==> src/rtl/fir_coll_pkg.sv <==
// Shared types and helpers for the FIR output collector.
// The frame statistics logic in the top is built only when FIR_COLL_STATS_EN is defined.
package fir_coll_pkg;

    localparam int DATA_W = 9;
    localparam int CNT_W  = 8;

    typedef enum logic [1:0] {
        ST_IDLE,
        ST_ACTIVE,
        ST_REPORT
    } frame_state_t;

    function automatic logic [CNT_W-1:0] satInc(input logic [CNT_W-1:0] v);
        return (v == {CNT_W{1'b1}}) ? v : v + 1'b1;
    endfunction

endpackage

==> src/rtl/fir_coll_fifo.sv <==
// Show-ahead FIFO of DEPTH entries (power of two) with registered occupancy.
// Callers must only push when not full (or popping) and only pop when not empty.
module fir_coll_fifo
    import fir_coll_pkg::*;
#(
    parameter int DEPTH = 8
) (
    input  logic                     clk,
    input  logic                     rst,
    input  logic                     i_push,
    input  logic                     i_pop,
    input  logic [DATA_W-1:0]        i_data,
    output logic [DATA_W-1:0]        o_data,
    output logic                     o_empty,
    output logic                     o_full,
    output logic [$clog2(DEPTH):0]   o_occNext
);
    localparam int AW = $clog2(DEPTH);
    localparam logic [AW:0] FULL_OCC = DEPTH[AW:0];

    logic [DATA_W-1:0] r_mem [DEPTH];
    logic [AW-1:0]     r_wrPtr;
    logic [AW-1:0]     r_rdPtr;
    logic [AW:0]       r_occ;
    logic [AW:0]       w_occNext;

    assign o_empty   = (r_occ == '0);
    assign o_full    = (r_occ == FULL_OCC);
    assign o_data    = o_empty ? '0 : r_mem[r_rdPtr];
    assign o_occNext = w_occNext;

    always_comb begin
        w_occNext = r_occ;
        if (i_push && !i_pop) begin
            w_occNext = r_occ + 1'b1;
        end else if (!i_push && i_pop) begin
            w_occNext = r_occ - 1'b1;
        end
    end

    // Pointers wrap naturally because DEPTH is a power of two.
    always_ff @(posedge clk) begin
        if (rst) begin
            r_wrPtr <= '0;
            r_rdPtr <= '0;
            r_occ   <= '0;
        end else begin
            r_occ <= w_occNext;
            if (i_push) begin
                r_wrPtr <= r_wrPtr + 1'b1;
            end
            if (i_pop) begin
                r_rdPtr <= r_rdPtr + 1'b1;
            end
        end
    end

    always_ff @(posedge clk) begin
        if (i_push) begin
            r_mem[r_wrPtr] <= i_data;
        end
    end

endmodule

==> src/rtl/fir_out_collector.sv <==
// Collects FIR results into a FIFO with halt backpressure and sticky overflow.
// Per-frame statistics (frame_cnt/frame_max/stat_vld) exist only with FIR_COLL_STATS_EN defined.
module fir_out_collector
    import fir_coll_pkg::*;
#(
    parameter int DEPTH       = 8,
    parameter int HALT_MARGIN = 2
) (
    input  logic              clk,
    input  logic              rst,
    input  logic [DATA_W-1:0] in_data,
    input  logic              in_vld,
    input  logic              in_done,
    output logic              halt,
    output logic [DATA_W-1:0] out_data,
    output logic              out_vld,
    input  logic              out_rdy,
    output logic              ovf,
    output logic [CNT_W-1:0]  frame_cnt,
    output logic [DATA_W-1:0] frame_max,
    output logic              stat_vld
);
    localparam int AW = $clog2(DEPTH);

    logic        w_empty;
    logic        w_full;
    logic        w_push;
    logic        w_pop;
    logic [AW:0] w_occNext;
    logic        r_halt;
    logic        r_ovf;

    assign w_pop   = ~w_empty & out_rdy;
    assign w_push  = in_vld & (~w_full | w_pop);
    assign out_vld = ~w_empty;
    assign halt    = r_halt;
    assign ovf     = r_ovf;

    fir_coll_fifo #(
        .DEPTH(DEPTH)
    ) u_fifo (
        .clk      (clk),
        .rst      (rst),
        .i_push   (w_push),
        .i_pop    (w_pop),
        .i_data   (in_data),
        .o_data   (out_data),
        .o_empty  (w_empty),
        .o_full   (w_full),
        .o_occNext(w_occNext)
    );

    // Halt looks at next-state occupancy so it rises in step with the push that crosses the threshold.
    always_ff @(posedge clk) begin
        if (rst) begin
            r_halt <= 1'b0;
            r_ovf  <= 1'b0;
        end else begin
            r_halt <= (int'(w_occNext) >= DEPTH - HALT_MARGIN);
            if (in_vld && w_full && !w_pop) begin
                r_ovf <= 1'b1;
            end
        end
    end

`ifdef FIR_COLL_STATS_EN
    frame_state_t      r_state;
    logic [CNT_W-1:0]  r_cnt;
    logic [DATA_W-1:0] r_max;
    logic [CNT_W-1:0]  r_frameCnt;
    logic [DATA_W-1:0] r_frameMax;
    logic              r_statVld;
    logic [CNT_W-1:0]  w_cntAcc;
    logic [DATA_W-1:0] w_maxAcc;

    // Accumulators are zero outside a frame, so one update rule also starts a new frame.
    always_comb begin
        w_cntAcc = r_cnt;
        w_maxAcc = r_max;
        if (in_vld) begin
            w_cntAcc = satInc(r_cnt);
            if (in_data > r_max) begin
                w_maxAcc = in_data;
            end
        end
    end

    always_ff @(posedge clk) begin
        if (rst) begin
            r_state    <= ST_IDLE;
            r_cnt      <= '0;
            r_max      <= '0;
            r_frameCnt <= '0;
            r_frameMax <= '0;
            r_statVld  <= 1'b0;
        end else begin
            r_statVld <= 1'b0;
            case (r_state)
                ST_IDLE, ST_ACTIVE: begin
                    if (in_done) begin
                        r_frameCnt <= w_cntAcc;
                        r_frameMax <= w_maxAcc;
                        r_statVld  <= 1'b1;
                        r_cnt      <= '0;
                        r_max      <= '0;
                        r_state    <= ST_REPORT;
                    end else begin
                        r_cnt <= w_cntAcc;
                        r_max <= w_maxAcc;
                        if (in_vld) begin
                            r_state <= ST_ACTIVE;
                        end
                    end
                end
                ST_REPORT: begin
                    r_cnt   <= w_cntAcc;
                    r_max   <= w_maxAcc;
                    r_state <= in_vld ? ST_ACTIVE : ST_IDLE;
                end
                default: r_state <= ST_IDLE;
            endcase
        end
    end

    assign frame_cnt = r_frameCnt;
    assign frame_max = r_frameMax;
    assign stat_vld  = r_statVld;
`else
    logic w_unusedDone;

    assign w_unusedDone = in_done;
    assign frame_cnt    = '0;
    assign frame_max    = '0;
    assign stat_vld     = 1'b0;
`endif

endmodule
==> config.mk <==
export PLATFORM = sky130hd
export DESIGN_NAME = fir_out_collector
export DESIGN_NICKNAME = d
export VERILOG_FILES = /design/src/rtl/fir_coll_pkg.sv /design/src/rtl/fir_coll_fifo.sv /design/src/rtl/fir_out_collector.sv
export SDC_FILE = /design/constraint.sdc
export NUM_CORES = 1
export LEC_CHECK = 0
export ABC_AREA = 1
export BUFFER_PORTS_ARGS = -buffer_cell sky130_fd_sc_hd__buf_2
export CAP_MARGIN = 20
export CORE_AREA = 2 2 104 106
export CTS_CLUSTER_DIAMETER = 30
export CTS_CLUSTER_SIZE = 10
export DETAILED_ROUTE_END_ITERATION = 6
export DIE_AREA = 0 0 106 108
export GPL_TIMING_DRIVEN = 0
export PLACE_DENSITY = 0.58
export SYNTH_ARGS = -nofsm -noshare
export SYNTH_HDL_FRONTEND = slang
export SYNTH_HIERARCHICAL = 1
export SYNTH_SLANG_ARGS = --single-unit
export TNS_END_PERCENT = 50
==> constraint.sdc <==
create_clock -name clk -period 3.35 [get_ports clk]
set_input_delay 0 -clock clk [delete_from_list [all_inputs] [get_ports clk]]
set_output_delay 0 -clock clk [all_outputs]
set_load 0.01 [all_outputs]
# Yosys cells after proc, flatten, opt, wreduce, memory -nomap -nowiden
# Memory sizes are Yosys's and may differ from the RTL's. A register that Yosys moved wholly into a read port is not among the register bits.
# Index checks and enable logic that the tools add are counted.
[classes]
n_addsub = 4
n_mul = 0
div = 0
magnitude_cmp = 1
eq_ne = 1
shifts = 0
n_mux = 7
bitwise = 5
n_reduce_logical = 7
[ops]
columns = ["operator", "n"]
rows = [
  ["$mux 9", 1],
  ["$mux 4", 2],
  ["$add 3x1->3 const B", 2],
  ["$mux 3", 2],
  ["$add 4x1->4 const B", 1],
  ["$eq 4x4->1 const B", 1],
  ["$ge 4x3->1 const B", 1],
  ["$logic_and 1x1->1", 4],
  ["$logic_not 4->1", 1],
  ["$sub 4x1->4 const B", 1],
  ["$and 1x1->1", 2],
  ["$logic_not 1->1", 2],
  ["$mux 1", 2],
  ["$not 1->1", 2],
  ["$or 1x1->1", 1],
]
[word_totals]
register_bits = 12
latch_bits = 0
mem_bits_rw = 72
romBits = 0
in_bits = 14
output_inout_bits = 30
mem_count = 1
[memory_table]
columns = ["name", "depth", "word_bits", "read_ports", "rd_ports_with_merged_regs", "wr", "line_no", "rtl"]
rows = [
  ["u_fifo.r_mem", 8, 9, 1, 1, 1, "fir_coll_fifo.sv:21", "logic [DATA_W-1:0] r_mem [DEPTH];"],
]

# Longest topological paths before layout
# Gate-level depths: netlist of the first run.
[depth]
ltp_word = 10
mapped_depth = 17
depth_no_buf = 16

# Modules after synthesis
# Netlist of the first run, hierarchy kept.
[modules_own_cells]
columns = ["mod", "instances", "cells_per_inst", "area_per_inst_um2", "seq_area_each_um2"]
rows = [
  ["fir_coll_fifo", 1, 396, 3822.4, 2422.3],
  ["fir_out_collector", 1, 32, 232.7, 40.0],
]

# Least setup slack after synthesis of the first run
# No wires, ideal clock.
[synth_path]
path_kind = "register to register"
from = "register u_fifo.r_occ[1]"
to = "memory u_fifo.r_mem[0][0], enable pin"
setup_ps = 374
arrival_ps = 2021
t_required_ps = 2976
path_slack_ps = 955
stages_incl_launch_ff = 11
n_path_buf = 0
synth_period_minus_slack_ps = 2395
cell_sequence = "dfxtp_1 -> inv_1 -> ha_1 -> nand2_1 -> nor2_1 -> inv_2 -> nand2_2 -> a21boi_1 -> inv_2 -> or2_2 -> nor2_1"
[synth_via]
elab_chain_len = 7
elab_cells_between_ends = 9
[synth_rtl]
columns = ["element", "line_no", "rtl"]
rows = [
  ["start: declaration", "fir_coll_fifo.sv:24", "logic [AW:0] r_occ;"],
  ["start signal: assignment", "fir_coll_fifo.sv:48", "r_occ <= w_occNext;"],
  ["$logic_not 4->1", "fir_coll_fifo.sv:27", "assign o_empty = (r_occ == '0);"],
  ["net w_empty", "fir_out_collector.sv:25", "logic w_empty;"],
  ["$not 1->1", "n/a", ""],
  ["net out_vld", "fir_out_collector.sv:16", "output logic out_vld,"],
  ["$and 1x1->1", "fir_out_collector.sv:33", "assign w_pop = ~w_empty & out_rdy;"],
  ["$or 1x1->1", "fir_out_collector.sv:34", "assign w_push = in_vld & (~w_full | w_pop);"],
  ["$and 1x1->1", "fir_out_collector.sv:34", ""],
  ["net w_push", "fir_out_collector.sv:27", "logic w_push;"],
  ["$mux 1", "fir_coll_fifo.sv:59", "if (i_push) begin"],
  ["$mux 1 (implied by the code)", "fir_coll_fifo.sv:60", "r_mem[r_wrPtr] <= i_data;"],
  ["end: declaration", "fir_coll_fifo.sv:21", ""],
]
# The timed path passes the listed nets, and every way through them passes these cells.

# Worst setup path after layout of the first run
[layout_path]
from = "register u_fifo.r_occ[1]"
to = "memory u_fifo.r_mem[2][7], enable pin"
[layout_via]
elab_chain_len = 7
elab_cells_between_ends = 9
[layout_rtl]
columns = ["element", "line_no"]
rows = [
  ["$logic_not 4->1", "fir_coll_fifo.sv:27"],
  ["net w_empty", "fir_out_collector.sv:25"],
  ["$not 1->1", "fir_out_collector.sv:33"],
  ["$and 1x1->1", "fir_out_collector.sv:33"],
  ["$or 1x1->1", "fir_out_collector.sv:34"],
  ["$and 1x1->1", "fir_out_collector.sv:34"],
  ["net w_push", "fir_out_collector.sv:27"],
  ["$mux 1", "fir_coll_fifo.sv:59"],
  ["$mux 1 (implied by the code)", "fir_coll_fifo.sv:60"],
]
# The timed path passes the listed nets, and every way through them passes these cells.

==> results of run 1 <==
[worst register-to-register path: cells and delay by family (launching register included)]
kind,cells,cell delay [ns]
DFF,1,0.42
AOI/OAI and AO/OA,1,0.42
adders and majority gates,1,0.20
buffers and inverters,3,0.28
and+or+nand+nor,5,1.39
[sequential cells by signal, indices dropped and copies added, names as in the netlist, named ones only]
register        flops
u_fifo/r_wrPtr      3
u_fifo/r_rdPtr      3
u_fifo/r_mem       72
u_fifo/r_occ        4
halt                1
ovf                 1
[per-stage QoR]
step	instance area (um2)	setup slack, ns	power [mW]
after floorplan	4120	0.955	2.11
after global placement	4410	0.312	2.45
after detailed placement	4410	0.194	2.46
after CTS	4690	0.238	3.11
after global routing	4700	0.0598	3.29
final	4700	0.261	3.09
[placed cells by master (no fill, tap or decap), types with 3 or more instances in the layout]
cell type        n
a21oi_1          5
a21oi_2          3
buf_2           26
buf_4           23
buf_6            6
clkbuf_8         9
clkinvlp_4       3
conb_1          18
dfxtp_1         15
dlygate4sd3_1   11
edfxtp_1        72
ha_1             4
inv_1           63
inv_2            5
nand2_1        131
nand2_2          5
nand3_1         40
nor2_1          33
nor2_2           6
[routing by layer]
metal  track usage, %  wire (um)
met5                0          0
met4             4.23         98
met3             4.10        447
met2             29.1       4480
met1             20.0       3780
[cell type report]
type / count / area [um2] / share of cell area, %
clock buffers: 9 / 124 / 2.64
inverters: 70 / 270 / 5.75
multi-input cells: 255 / 1120 / 23.9
repair buffers: 36 / 241 / 5.14
plain buffers: 32 / 258 / 5.48
well taps: 136 / 170 / 3.62
clock inverters: 7 / 48.8 / 1.04
flip-flops and latches: 87 / 2460 / 52.4
[final timing paths]
kind	from	endpoint	slack, ns
max	u_fifo/r_occ[1]	u_fifo/r_mem[2][7]	0.26
min	out_rdy	flop	0.18
max reg2reg	u_fifo/r_occ[1]	u_fifo/r_mem[2][7]	0.26
min reg2reg	u_fifo/r_rdPtr[1]	flop	0.51
[power by group]
part	total [mW]	internal [mW]	leakage [nW]	switching (mW)
Sequential	1.28	1.25	0.777	0.0354
Combinational	1.17	0.412	1.28	0.753
Clock	0.640	0.269	0.0793	0.371
Total	3.09	1.93	2.14	1.16
[what timing repair did]
item	in CTS	in global routing
hold endpoints to repair	75	0
gates resized for setup	0	0
hold buffers	11	0
==> flow_metrics.env, run 1 <==
export IMPL_cts_setup_buffers=0
export IMPL_setup_violations_final=0
export IMPL_cp_depth=10
export IMPL_htree_levels=3
export IMPL_die_width_um=106
export IMPL_critPathLaunchType="flop"
export IMPL_start_util_pct=39.6
export IMPL_cts_clk_slew_worst_paths_ns=0.08
export IMPL_crit_type="reg2reg"
export IMPL_dp_hpwl_mm=5.63
export IMPL_nNetsFinal=509
export IMPL_path_delay_family="simple AND/OR/NAND/NOR gates"
export IMPL_portBuffers=24
export IMPL_slew_headroom_pct=28.0
export IMPL_drv_cap=0
export IMPL_cts_sinks=87
export IMPL_grt_usage_pct=16.4
export IMPL_drt_antenna_violating_nets=0
export IMPL_cts_tree="built"
export IMPL_grt_pass1_vias=2641
export IMPL_post_route_period_util_pct=92.2
export IMPL_rsz0062_at_grt="no"
export IMPL_place_congestion=0.794
export IMPL_yosys_warnings=6
export IMPL_cts_buffer_depth=2
export IMPL_die_y_um=108
export IMPL_fin_cells=632
export IMPL_slowest_delay_ns=0.81
export IMPL_cpMaxStageDelayCell="nor2_1"
export IMPL_max_freq_ghz=0.324
export IMPL_min_path_type="in2reg"
export IMPL_finalMaxSlewViolations=0
export IMPL_floorplan_rows=37
export IMPL_cp_required_ns=3.32
export IMPL_status="complete, no violations"
export IMPL_first_pass_iters=4
export IMPL_p_leak_nw=2.14
export IMPL_final_util_pct=45.9
export IMPL_fin_crit_ns=3.09
export IMPL_fin_tns_setup_ns=0
export IMPL_die_area_um2=11400
export IMPL_path_buf_inv=3
export IMPL_arrival_ns=3.06
export IMPL_via_count=2804
export IMPL_clkLatencyLatePin_ns=0.35
export IMPL_routed_wl_mm=8.80
export IMPL_finClkSkew_ns=0.0114
export IMPL_power_density_nw_per_um2=657
export IMPL_diodes=0
export IMPL_drt_iter0_drc=153
export IMPL_cp_cell_sequence="inv_1 -> ha_1 -> nand2_1 -> nor2_1 -> inv_2 -> nand2_2 -> a21boi_1 -> inv_2 -> or2_2 -> nor2_1"
export IMPL_cp_max_fo=9
export IMPL_hold_viol=0
export IMPL_grt_max_degree=16
export IMPL_hold_slack_ns=0.182
export IMPL_drc=0
export IMPL_drive_gt1_share_pct=18.8
export IMPL_syn_area_um2=4050
export IMPL_worst_pin_slew_ns=1.08
export IMPL_grt_overflow=0
export IMPL_post_synth_cell_area_avg_um2=9.49
export IMPL_ioPinCount=44
export IMPL_syn2layout_area_growth_pct=16.0
export IMPL_end_kind="flop"
export IMPL_clockRootBuffer="clkbuf_8"
export IMPL_place_inst=604
export IMPL_viasPerCell=4.44
export IMPL_grt_pass1_wl_mm=13.8
export IMPL_antenna_found_initial=0
export IMPL_nFillCells=1014
export IMPL_ir_worst_vdd_mv=0.411
export IMPL_coreArea_um2=10200
export IMPL_reg2reg_depth=10
export IMPL_cts_buffers=9
export IMPL_holdPathStages=6
export IMPL_syn_instance_count=427
export IMPL_wl_per_cell_um=13.9
Power figures use the tool's default switching activity.
==> inputs of run 2 (changes only) <==
Settings changed: CORE_AREA 2 2 104 106 to 4 4 106 108, DIE_AREA 0 0 106 108 to 0 0 110 112.
==> flow_metrics.env, run 2 (synthesis gave the netlist of run 1 again) <==
export IMPL_pre_cts_ws_ns=0.308
export IMPL_grt_max_degree=16
export IMPL_reg2reg_slack_ns=0.36
export IMPL_r2r_start="u_fifo/r_occ[1]"
export IMPL_coreArea_um2=10200
export IMPL_ioPinCount=44
export IMPL_fin_crit_ns=2.99
export IMPL_die_area_um2=12300
export IMPL_finClkSkew_ns=0.00883
export IMPL_p_int_mw=2.07
export IMPL_power_density_nw_per_um2=673
export IMPL_drc=0
export IMPL_first_pass_iters=5
export IMPL_worst_pin_slew_ns=1.02
export IMPL_drt_antenna_violating_nets=0
export IMPL_cts_tree="built"
export IMPL_ir_worst_vdd_mv=0.295
export IMPL_wl_per_cell_um=13.1
export IMPL_nNetsFinal=508
export IMPL_cp_required_ns=3.32
export IMPL_drt_iter0_drc=164
export IMPL_hold_viol=0
export IMPL_clkLatencyLatePin_ns=0.35
export IMPL_crit_start="u_fifo/r_occ[1]"
export IMPL_worst_slack_ns=0.365
export IMPL_cts_buffers=9
export IMPL_grt_pass1_wl_mm=13.4
export IMPL_via_count=2754
export IMPL_dp_hpwl_mm=5.52
export IMPL_p_comb_share_pct=35.7
export IMPL_p_leak_nw=2.16
export IMPL_final_common_cell="nand2_1"
export IMPL_seq_area_um2=2460
export IMPL_fin_tns_setup_ns=0
export IMPL_nFillCells=969
export IMPL_drive_gt1_share_pct=18.4
export IMPL_hp_start="out_rdy"
export IMPL_status="complete, no violations"
export IMPL_grt_usage_pct=14.5
export IMPL_rsz0062_at_grt="no"
export IMPL_start_util_pct=39.6
export IMPL_cts_sinks=87
export IMPL_drv_cap=0
export IMPL_grt_overflow=0
export IMPL_diodes=0
export IMPL_clockRootBuffer="clkbuf_8"
export IMPL_finalMaxSlewViolations=0
export IMPL_slew_headroom_pct=32.0
export IMPL_grt_pass1_vias=2662
export IMPL_die_y_um=112
export IMPL_floorplan_rows=37
export IMPL_final_cell_mix="nand2_1, edfxtp_1, inv_1"
export IMPL_post_route_period_util_pct=89.1
export IMPL_place_congestion=0.792
export IMPL_min_path_type="in2reg"
export IMPL_cp_max_fo=9
export IMPL_routed_wl_mm=8.25
export IMPL_cts_setup_buffers=0
export IMPL_reg_top3="u_fifo/r_mem (72), u_fifo/r_occ (4)"
export IMPL_multiInputGateArea_um2=1120
export IMPL_max_freq_ghz=0.335
export IMPL_portBuffers=24
export IMPL_viasPerCell=4.36
export IMPL_crit_type="reg2reg"
export IMPL_end_kind="flop"
export IMPL_htree_levels=3
export IMPL_syn2layout_area_growth_pct=16.9
export IMPL_die_width_um=110
export IMPL_critPathLaunchType="flop"
export IMPL_p_sw_mw=1.12
export IMPL_largest_reg_flops=72
export IMPL_setup_violations_final=0
export IMPL_switching_share_pct=35.1
export IMPL_arrival_ns=2.96
export IMPL_cts_buffer_depth=2
export IMPL_cts_clk_slew_worst_paths_ns=0.08
export IMPL_regMostFlops="u_fifo/r_mem"
export IMPL_p_clk_share_pct=24.1
export IMPL_power_frac_seq_pct=40.2
export IMPL_antenna_found_initial=0
[run 2: path summary, 6_finish.rpt]
kind / end / cells after the start
max: u_fifo/r_mem[4][2] / 10
min: flop / 6
max reg2reg: u_fifo/r_mem[4][2] / 10
min reg2reg: u_fifo/r_rdPtr[1] / 2
[run 2: worst max-delay path: stages (launching register included)]
cell	delay [ns]
dfxtp_1	0.41
inv_1	0.07
ha_1	0.20
nand2_1	0.09
nor2_1	0.07
inv_2	0.06
nand2_2	0.05
a21boi_1	0.41
inv_2	0.13
or2_2	0.35
nor2_1	0.76
[run 2: layout make-up]
type	count	share of cell area (%)
Buffer	32	5.44
Clock buffer	14	4.36
Clock inverter	2	0.317
Inverter	70	5.71
Multi-Input combinational cell	255	23.7
Sequential cell	87	52.0
Tap cell	136	3.59
Timing Repair Buffer	35	4.86
[run 2: layer usage]
metal  GRT usage (%)  wire length, um
met2            24.1             4050
met5               0                0
met4            4.07              145
met3            4.52              377
met1            18.1             3680
[run 2: what timing repair did]
item                      CTS  global route
hold buffers               11             0
hold endpoints to repair   75             0
resized for setup           0             0
[run 2: metrics by stage]
stage	instances	utilization (%)	power, mW	area (um2)	hold slack, ns
after detailed placement	604	43.1	2.45	4410	0.218
after floorplan	444	-	2.11	4120	0.0624
final	631	46.3	3.19	4740	0.180
after global placement	604	43.1	2.43	4410	0.216
after CTS	631	46.3	3.23	4740	0.160
after global routing	631	46.3	3.43	4740	0.199
[run 2: power by group through the flow]
stage	clock network (mW)	logic (mW)	registers, mW
floorplan	0	0.806	1.30
global placement	0	1.13	1.30
detailed placement	0	1.14	1.31
CTS	0.796	1.15	1.28
global route	0.853	1.29	1.29
finish	0.770	1.14	1.28
